[config.mk]
export PLATFORM = sky130hd
export DESIGN_NAME = cp0_flat
export DESIGN_NICKNAME = d
export VERILOG_FILES = /design/src/rtl/cp0_pkg.sv /design/src/rtl/cp0_if.sv /design/src/rtl/cp0.sv /design/src/flat_wrapper.sv
export SDC_FILE = /design/constraint.sdc
export NUM_CORES = 1
export LEC_CHECK = 0
export BUFFER_PORTS_ARGS = -buffer_cell sky130_fd_sc_hd__buf_2
export CORE_MARGIN = 1.5
export CORE_UTILIZATION = 49
export DETAILED_ROUTE_END_ITERATION = 16
export PLACE_DENSITY = 0.84
export SETUP_SLACK_MARGIN = 0.15
export SYNTH_ARGS = -nofsm -noshare
export SYNTH_HDL_FRONTEND = slang
export SYNTH_SLANG_ARGS = --single-unit
[constraint.sdc]
create_clock -name clk -period 2.9 [get_ports clk]
set_input_delay 0.145 -clock clk [delete_from_list [all_inputs] [get_ports clk]]
set_output_delay 0.145 -clock clk [all_outputs]
set_load 0.01 [all_outputs]
[src/rtl/cp0_pkg.sv]
// CP0 shared definitions: register numbers, exception codes,
// field positions and default addresses.
package cp0_pkg;

    localparam logic [4:0] REG_SR    = 5'd12;
    localparam logic [4:0] REG_CAUSE = 5'd13;
    localparam logic [4:0] REG_EPC   = 5'd14;

    localparam logic [4:0] EXC_INT     = 5'd0;
    localparam logic [4:0] EXC_ADEL    = 5'd4;
    localparam logic [4:0] EXC_ADES    = 5'd5;
    localparam logic [4:0] EXC_SYSCALL = 5'd8;
    localparam logic [4:0] EXC_RI      = 5'd10;
    localparam logic [4:0] EXC_OV      = 5'd12;

    localparam int SR_IM_HI   = 15;
    localparam int SR_IM_LO   = 10;
    localparam int SR_EXL     = 1;
    localparam int SR_IE      = 0;
    localparam int CAUSE_BD   = 31;
    localparam int CAUSE_IP_HI = 15;
    localparam int CAUSE_IP_LO = 10;
    localparam int CAUSE_EC_HI = 6;
    localparam int CAUSE_EC_LO = 2;

    localparam logic [31:0] SR_MASK = 32'h0000_fc03;

    localparam logic [31:0] HANDLER_PC_DEF   = 32'h0000_4180;
    localparam logic [31:0] INT_ACK_ADDR_DEF = 32'h0000_7f20;

    // Delay-slot victims restart at the branch, one word back.
    function automatic logic [31:0] epc_target(
        input logic [31:0] pc,
        input logic        bd
    );
        logic [31:0] aligned;
        aligned = pc & ~32'h3;
        return bd ? aligned - 32'd4 : aligned;
    endfunction

endpackage

[src/rtl/cp0_if.sv]
// M-stage <-> CP0 signal bundle.
// master = pipeline side, slave = CP0 side.
interface cp0_if;

    logic        en;
    logic [4:0]  cp0_addr;
    logic [31:0] cp0_in;
    logic [31:0] cp0_out;
    logic [31:0] vpc;
    logic        bd_in;
    logic [4:0]  exc_code_in;
    logic [5:0]  hw_int;
    logic        exl_clr;
    logic        req;
    logic [31:0] epc_out;
    logic [31:0] handler_pc;

    modport master (
        output en,
        output cp0_addr,
        output cp0_in,
        output vpc,
        output bd_in,
        output exc_code_in,
        output hw_int,
        output exl_clr,
        input  cp0_out,
        input  req,
        input  epc_out,
        input  handler_pc
    );

    modport slave (
        input  en,
        input  cp0_addr,
        input  cp0_in,
        input  vpc,
        input  bd_in,
        input  exc_code_in,
        input  hw_int,
        input  exl_clr,
        output cp0_out,
        output req,
        output epc_out,
        output handler_pc
    );

endinterface

[src/rtl/cp0.sv]
// Coprocessor 0: SR/Cause/EPC and the M-stage exception/interrupt
// request decision.
module cp0
    import cp0_pkg::*;
#(
    parameter logic [31:0] HANDLER_PC   = HANDLER_PC_DEF,
    parameter logic [31:0] INT_ACK_ADDR = INT_ACK_ADDR_DEF
) (
    input logic   clk,
    input logic   reset,
    cp0_if.slave  bus
);

    logic [31:0] sr_q, sr_d;
    logic [31:0] cause_q, cause_d;
    logic [31:0] epc_q, epc_d;

    logic [5:0]  im;
    logic        exl;
    logic        ie;
    logic        int_req;
    logic        exc_req;
    logic        req;
    logic        wr_sr;
    logic        wr_epc;
    logic [31:0] rd_data;
    logic        unused_ack;

    // The ack address is consumed by the bus side, not by CP0 itself.
    assign unused_ack = ^INT_ACK_ADDR;

    assign im  = sr_q[SR_IM_HI:SR_IM_LO];
    assign exl = sr_q[SR_EXL];
    assign ie  = sr_q[SR_IE];

    assign int_req = (|(bus.hw_int & im)) & ie & ~exl;
    assign exc_req = (bus.exc_code_in != 5'd0) & ~exl;
    assign req     = int_req | exc_req;

    assign wr_sr  = bus.en && (bus.cp0_addr == REG_SR);
    assign wr_epc = bus.en && (bus.cp0_addr == REG_EPC);

    always_comb begin
        sr_d    = sr_q;
        cause_d = cause_q;
        epc_d   = epc_q;

        cause_d[CAUSE_IP_HI:CAUSE_IP_LO] = bus.hw_int;

        if (req) begin
            sr_d[SR_EXL]    = 1'b1;
            cause_d[CAUSE_BD] = bus.bd_in;
            cause_d[CAUSE_EC_HI:CAUSE_EC_LO] =
                int_req ? EXC_INT : bus.exc_code_in;
            epc_d = epc_target(bus.vpc, bus.bd_in);
        end else begin
            if (wr_sr) begin
                sr_d = bus.cp0_in & SR_MASK;
            end
            if (wr_epc) begin
                epc_d = bus.cp0_in;
            end
            // eret wins over an mtc0 SR.EXL=1 in the same cycle.
            if (bus.exl_clr) begin
                sr_d[SR_EXL] = 1'b0;
            end
        end
    end

    always_ff @(posedge clk) begin
        if (reset) begin
            sr_q    <= '0;
            cause_q <= '0;
            epc_q   <= '0;
        end else begin
            sr_q    <= sr_d;
            cause_q <= cause_d;
            epc_q   <= epc_d;
        end
    end

    always_comb begin
        rd_data = '0;
        case (bus.cp0_addr)
            REG_SR:    rd_data = sr_q;
            REG_CAUSE: rd_data = cause_q;
            REG_EPC:   rd_data = epc_q;
            default:   rd_data = '0;
        endcase
    end

    assign bus.cp0_out    = rd_data;
    assign bus.req        = req;
    assign bus.epc_out    = epc_q;
    assign bus.handler_pc = HANDLER_PC;

endmodule

[src/flat_wrapper.sv]
// flat-port wrapper written by rule: the top's interface ports become plain ports
module cp0_flat import cp0_pkg::*;
#(
    parameter logic [31:0] HANDLER_PC   = HANDLER_PC_DEF,
    parameter logic [31:0] INT_ACK_ADDR = INT_ACK_ADDR_DEF
)
  (clk, reset, bus_en, bus_cp0_addr, bus_cp0_in, bus_vpc, bus_bd_in, bus_exc_code_in, bus_hw_int, bus_exl_clr, bus_cp0_out, bus_req, bus_epc_out, bus_handler_pc);
  cp0_if bus_i ();
  input logic clk;
  input logic reset;
  input wire logic [$bits(bus_i.en)-1:0] bus_en;
  input wire logic [$bits(bus_i.cp0_addr)-1:0] bus_cp0_addr;
  input wire logic [$bits(bus_i.cp0_in)-1:0] bus_cp0_in;
  input wire logic [$bits(bus_i.vpc)-1:0] bus_vpc;
  input wire logic [$bits(bus_i.bd_in)-1:0] bus_bd_in;
  input wire logic [$bits(bus_i.exc_code_in)-1:0] bus_exc_code_in;
  input wire logic [$bits(bus_i.hw_int)-1:0] bus_hw_int;
  input wire logic [$bits(bus_i.exl_clr)-1:0] bus_exl_clr;
  output wire logic [$bits(bus_i.cp0_out)-1:0] bus_cp0_out;
  output wire logic [$bits(bus_i.req)-1:0] bus_req;
  output wire logic [$bits(bus_i.epc_out)-1:0] bus_epc_out;
  output wire logic [$bits(bus_i.handler_pc)-1:0] bus_handler_pc;
  assign bus_i.en = bus_en;
  assign bus_i.cp0_addr = bus_cp0_addr;
  assign bus_i.cp0_in = bus_cp0_in;
  assign bus_i.vpc = bus_vpc;
  assign bus_i.bd_in = bus_bd_in;
  assign bus_i.exc_code_in = bus_exc_code_in;
  assign bus_i.hw_int = bus_hw_int;
  assign bus_i.exl_clr = bus_exl_clr;
  assign bus_cp0_out = bus_i.cp0_out;
  assign bus_req = bus_i.req;
  assign bus_epc_out = bus_i.epc_out;
  assign bus_handler_pc = bus_i.handler_pc;
  cp0 #(.HANDLER_PC(HANDLER_PC), .INT_ACK_ADDR(INT_ACK_ADDR)) u_core (.clk(clk), .reset(reset), .bus(bus_i));
endmodule
* Word-level counts from Yosys, hierarchy flattened *
Cells that the tools add are included.
W data, S select, Z words.

storage, ports and cells
  bits in registers = 52
  input bits = 85
  output and inout bits = 97
  word-level logic and storage cells = 31

cells by class
  add/subtract/negate cells = 1
  equal/unequal tests = 3
  mux-type cells = 8
  bitwise gates (word level) = 7
  reduce and logical (&&, ||, !) cells = 7

operators by type and width
  kind                     count
  $mux W32                 3
  $pmux W32 S3             1
  $sub A32 B3 Y32 const B  1
  $eq A5 B4 Y1 const B     3
  $and A6 B6 Y6            1
  $reduce_or A6 Y1         1
  $mux W5                  1
  $reduce_bool A5 Y1       1
  $and A1 B1 Y1            3
  $reduce_bool A3 Y1       1
  $logic_and A1 B1 Y1      2
  $mux W1                  2
  $mux W2                  1
  $not A1 Y1               2
  $reduce_and A2 Y1        1
  $reduce_bool A2 Y1       1
  $or A1 B1 Y1             1

* Logic depth before layout (Yosys ltp) *
  depth in word-level cells = 7
  gate-level depth with buffers = 8
  gate-level depth less buffers = 7

* Worst setup path before layout *
Ideal clock, no wire load.

  kind = register to register
  start point = register u_core.sr_q[10]
  end point = register u_core.epc_q[13] (netlist: u_core.bus.epc_out[13])
  setup time = 0.086 ns
  data arrival time = 1.704 ns
  slack = 1.111 ns
  stages on the path, launching flop included = 8
  cell sequence = dfxtp_1 -> a22o_1 -> o31ai_2 -> a21o_1 -> buf_2 -> buf_2 -> nor2_1 -> a211oi_1

between the ends
  cells in the longest elaborated chain, start to end = 6
  elaborated cells between the ends (all ways) = 7
  those cells by class = mux: 1; bitwise: 4; reduce/logical: 2

RTL lines
  item                                            line       text
  from (decl)                                     cp0.sv:14  logic [31:0] sr_q, sr_d;
  from (signal assigned)                          cp0.sv:76  sr_q <= sr_d;
  $and A6 B6 Y6 *                                 cp0.sv:36  assign int_req = (|(bus.hw_int & im)) & ie & ~exl;
  $reduce_or A6 Y1 *                              cp0.sv:36
  $and A1 B1 Y1 * (2 in series)                   cp0.sv:36
  $or A1 B1 Y1 *                                  cp0.sv:38  assign req = int_req | exc_req;
  $mux W32 or $reduce_bool A2 Y1 (tied branches)  n/a
  to (signal assigned)                            cp0.sv:78  epc_q <= epc_d;
  to (decl)                                       cp0.sv:16  logic [31:0] epc_q, epc_d;

Mark *: on every way between the ends. The rest lies on a longest branch, timed or not.
A chain may end at the register's enable or synchronous reset.

* Worst setup path after layout *
  start point = register u_core.sr_q[10]
  end point = output bus_req

between the ends
  cells in the longest elaborated chain, start to end = 5

RTL lines
  item                         line                text
  $and A6 B6 Y6                cp0.sv:36
  $reduce_or A6 Y1             cp0.sv:36
  $and A1 B1 Y1 (2 in series)  cp0.sv:36
  $or A1 B1 Y1                 cp0.sv:38
  to (decl)                    flat_wrapper.sv:20  output wire logic [$bits(bus_i.req)-1:0] bus_req;

Every way passes these cells.

==> flow_summary_export.csv <==
group,metric,value,unit
layout,multiInputGateArea,2140,um^2
global_routing,grt_pass1_wl,14.5,mm
timing,fin_worst_skew,0.00822,ns
synth,synth_top_family_by_area,"simple AND/OR/NAND/NOR gates",
layout,most_common_cell_after_layout_fill_and_taps_aside,"sky130_fd_sc_hd__buf_2",
die,start_util,50.5,%
detailed_routing,drtIter0Drc,222,
synth,synth_compound_gate_area_share,16.4,%
hold_path,min-delay-path-class,"in -> reg",
detailed_routing,drt_wl_total,9.54,mm
layout,layout.cells.most_common_list,"sky130_fd_sc_hd__buf_2 (147), sky130_fd_sc_hd__dfxtp_1 (52), sky130_fd_sc_hd__nor2_1 (38)",
setup_path,r2r_setup_slack,0.87,ns
die,fp.dieH,86.7,um
die,die_area,7520,um^2
synth,post_synth.cell_area_avg,8.64,um^2
placed_design,placement.cell_area,4130,um^2
hold_path,timing.hold.worst_path_depth,2,
layout,layout-drive-gt1-share,34.3,%
setup_path,critPathLaunch,"u_core.sr_q[10]",
synth,ys.warnings.count,0,
global_routing,overflow,0,
synth,async_reset_ff_share,0,%
timing,setup_total_negative_slack,0,ns
die,row_count,30,
clocking,cts-resized-gates,0,
clocking,worstSkewPairLatency,0.32,ns
placed_design,numPortBuffers,147,
clocking,numClockSinks,52,
setup_path,timing.rr.start,"u_core.sr_q[10]",
layout,synthToLayoutAreaGrowth,23.3,%
clocking,root_buffer,"sky130_fd_sc_hd__clkbuf_8",
detailed_routing,drc_errors,0,
power,vdd.ir_drop.worst,0.000178,V
detailed_routing,route.detailed.vias_per_inst,5.36,
detailed_routing,drt_wl_cell,15.2,um
clocking,deepest_level_of_the_cts_h_tree,2,
layout,nNetsFinal,618,
global_routing,antenna_found_initial,0,
layout,postLayoutCellArea,4230,um^2
synth,synth_top_flop_cell,"sky130_fd_sc_hd__dfxtp_1",
clocking,tritoncts.num_buffers,5,
die,io_pins,182,
layout,area_taken_by_flip_flops_and_latches,1040,um^2
die,die_width,86.7,um
timing,tightest_slew,0.963,ns
timing,report.final.slew_viol_count,0,
power,total_leakage_power,1.92,nW
clocking,cts.path.max_buffers,2,
die,core,6790,um^2
timing,finalHoldViolations,0,
setup_path,critical_path_end_type,"output pin",
setup_path,critPathRequiredTime,2.76,ns
hold_path,worst_hold_startpoint,"bus_hw_int[2]",
flow_run,drv_cap,0,
outcome,outcome,"finished clean",
synth,post_synth_instance_area,3430,um^2
clocking,clock_pin_transition_on_the_worst_setup_and_hold_timing_paths,0.10,ns
placed_design,globalplace.congestion,0.898,
detailed_routing,routed-via-count,3374,
layout,filler_cell_count_in_the_final_layout,608,
detailed_routing,detailedRoute.firstPassIterationCount,7,
synth,synth-edff-count,0,
power,pwr_per_cell_area,383,nW/um^2
synth,synth_seq_area_share,30.3,%
placed_design,detailed_place_hpwl,7.39,mm
hold_path,hold_end,"u_core.cause_q[12]",
detailed_routing,postRouteAntennaNets,0,
clocking,post_cts_buffers,0,
clocking,clock_tree_from_tritoncts,"built",
synth,share_of_synthesized_area_spent_on_multiplexers,11.9,%
setup_path,timing_worst_setup_path_type,"reg -> out",
setup_path,worstReg2RegEnd,"u_core.bus.epc_out[6]",
timing,grt_setup_unrepaired,"false",
timing,fmax,432,MHz
synth,synthAdderAreaFrac,0.365,%
timing,fin_crit,2.31,ns
global_routing,track_usage,24.5,%
layout,antennaDiodeCount,0,
synth,post_synth_inst_count,397,
timing,finalSetupViolations,0,
setup_path,worst-endpoint-arrival,2.17,ns
setup_path,r2r.worst_path.cells,6,
clocking,holdBufCountCts,0,
synth,synth_xor_xnor_area_share,6.89,%
setup_path,crit_path_start_kind,"register",
setup_path,path_max_fanout,33,
synth,synth.ff_latch_count,52,
global_routing,maximum_number_of_pins_on_one_net_before_global_route_repair,53,
timing,relSlewSlack,35.8,%
timing,fin_crit_sh,79.8,%
synth,synthDistinctLibCells,51,
synth,post_synth_and_or_nand_nor_area_fraction,23.0,%
global_routing,grt_pass1_vias,3040,
## worst max-delay path, cell delays in order, from the launching register on
cell and delay [ns]:
sky130_fd_sc_hd__dfxtp_1 0.35, sky130_fd_sc_hd__a22o_1 0.24, sky130_fd_sc_hd__o31ai_2 0.51, sky130_fd_sc_hd__a21o_1 0.25
sky130_fd_sc_hd__inv_2 0.25, sky130_fd_sc_hd__buf_2 0.24
## cells in the mapped netlist, types with 2 or more instances
| master | instances | area [um^2] |
|---|---|---|
| sky130_fd_sc_hd__mux2_2 | 7 | 78.8 |
| sky130_fd_sc_hd__or4_1 | 3 | 22.5 |
| sky130_fd_sc_hd__nand4_1 | 4 | 25.0 |
| sky130_fd_sc_hd__or4b_1 | 2 | 20.0 |
| sky130_fd_sc_hd__nand2_1 | 13 | 48.8 |
| sky130_fd_sc_hd__or3_1 | 3 | 18.8 |
| sky130_fd_sc_hd__buf_2 | 8 | 40.0 |
| sky130_fd_sc_hd__nor2b_1 | 8 | 50.1 |
| sky130_fd_sc_hd__nand3_1 | 5 | 25.0 |
| sky130_fd_sc_hd__a222oi_1 | 6 | 60.1 |
| sky130_fd_sc_hd__nor2_1 | 39 | 146 |
| sky130_fd_sc_hd__nor4b_1 | 2 | 17.5 |
| sky130_fd_sc_hd__and2_1 | 20 | 125 |
| sky130_fd_sc_hd__nand3b_1 | 3 | 22.5 |
| sky130_fd_sc_hd__a311oi_1 | 2 | 17.5 |
| sky130_fd_sc_hd__a211oi_1 | 13 | 97.6 |
| sky130_fd_sc_hd__nor3_1 | 10 | 50.1 |
| sky130_fd_sc_hd__conb_1 | 2 | 7.51 |
| sky130_fd_sc_hd__a21o_1 | 16 | 120 |
| sky130_fd_sc_hd__buf_4 | 32 | 240 |
| sky130_fd_sc_hd__dfxtp_1 | 52 | 1040 |
| sky130_fd_sc_hd__clkbuf_1 | 15 | 56.3 |
| sky130_fd_sc_hd__inv_1 | 9 | 33.8 |
| sky130_fd_sc_hd__a21oi_2 | 2 | 17.5 |
| sky130_fd_sc_hd__a22o_1 | 11 | 96.3 |
| sky130_fd_sc_hd__nor4_1 | 8 | 50.1 |
| sky130_fd_sc_hd__a21oi_1 | 19 | 95.1 |
| sky130_fd_sc_hd__nand2b_1 | 2 | 12.5 |
| sky130_fd_sc_hd__xnor2_1 | 19 | 166 |
| sky130_fd_sc_hd__nor4_2 | 2 | 25.0 |
| sky130_fd_sc_hd__mux2i_1 | 33 | 330 |
| sky130_fd_sc_hd__xor2_1 | 8 | 70.1 |
## sequential cells by signal, indices dropped and copies added, names as in the netlist
| register | cells |
|---|---|
| u_core.bus.epc_out | 32 |
| u_core.cause_q | 12 |
| u_core.sr_q | 8 |
## area by class of cell
cell class	count	area share (%)
clock buffer	5	1.63
clock inverter	3	0.651
tap	96	2.84
inverter	10	0.887
timing repair buffer	153	18.8
multi-input combinational	310	50.6
sequential	52	24.6
## metrics by stage
step           utilization (%)  total power, mW  hold slack [ns]  cells  setup WS [ns]
3_3_place_gp              60.8             1.17            0.375    621          0.929
3_5_place_dp              60.8             1.19            0.384    621          0.893
4_1_cts                   62.3             1.62           0.0576    629          0.605
6_report                  62.3             1.62           0.0638    629          0.587
5_1_grt                   62.3             1.70           0.0619    629          0.475
2_1_floorplan                -             1.05            0.273    427           1.11
## worst max-delay path by stage
stage	to
after floorplan	u_core.bus.epc_out[13]
after global placement	u_core.bus.epc_out[31]
after detailed placement	u_core.bus.epc_out[11]
after CTS	bus_req
after global routing	bus_req
final	bus_req
## logic make-up after synthesis
logic type / after synthesis
multiplexers: 40
adder cells (fa/ha/maj): 1
AO/OA/AOI/OAI: 76
XOR/XNOR: 27
flip-flops: 52
other: 2
buffers and inverters: 65
AND/OR/NAND/NOR: 134
## metal layers
| layer | global-route usage, % | wire, um | up-vias |
|---|---|---|---|
| met3 | 3.14 | 535 | 23 |
| li1 | - | - | 1624 |
| met1 | 31.4 | 3950 | 1576 |
| met5 | 0 | 0 | - |
| met2 | 41.3 | 4820 | 151 |
| met4 | 10.4 | 230 | 0 |
## power by group
part / total (mW) / internal (mW) / switching (mW)
registers: 0.801 / 0.766 / 0.0352
clock network: 0.447 / 0.178 / 0.269
logic: 0.371 / 0.158 / 0.213
total: 1.62 / 1.10 / 0.517
No activity file was read; power rests on OpenSTA's default activity.
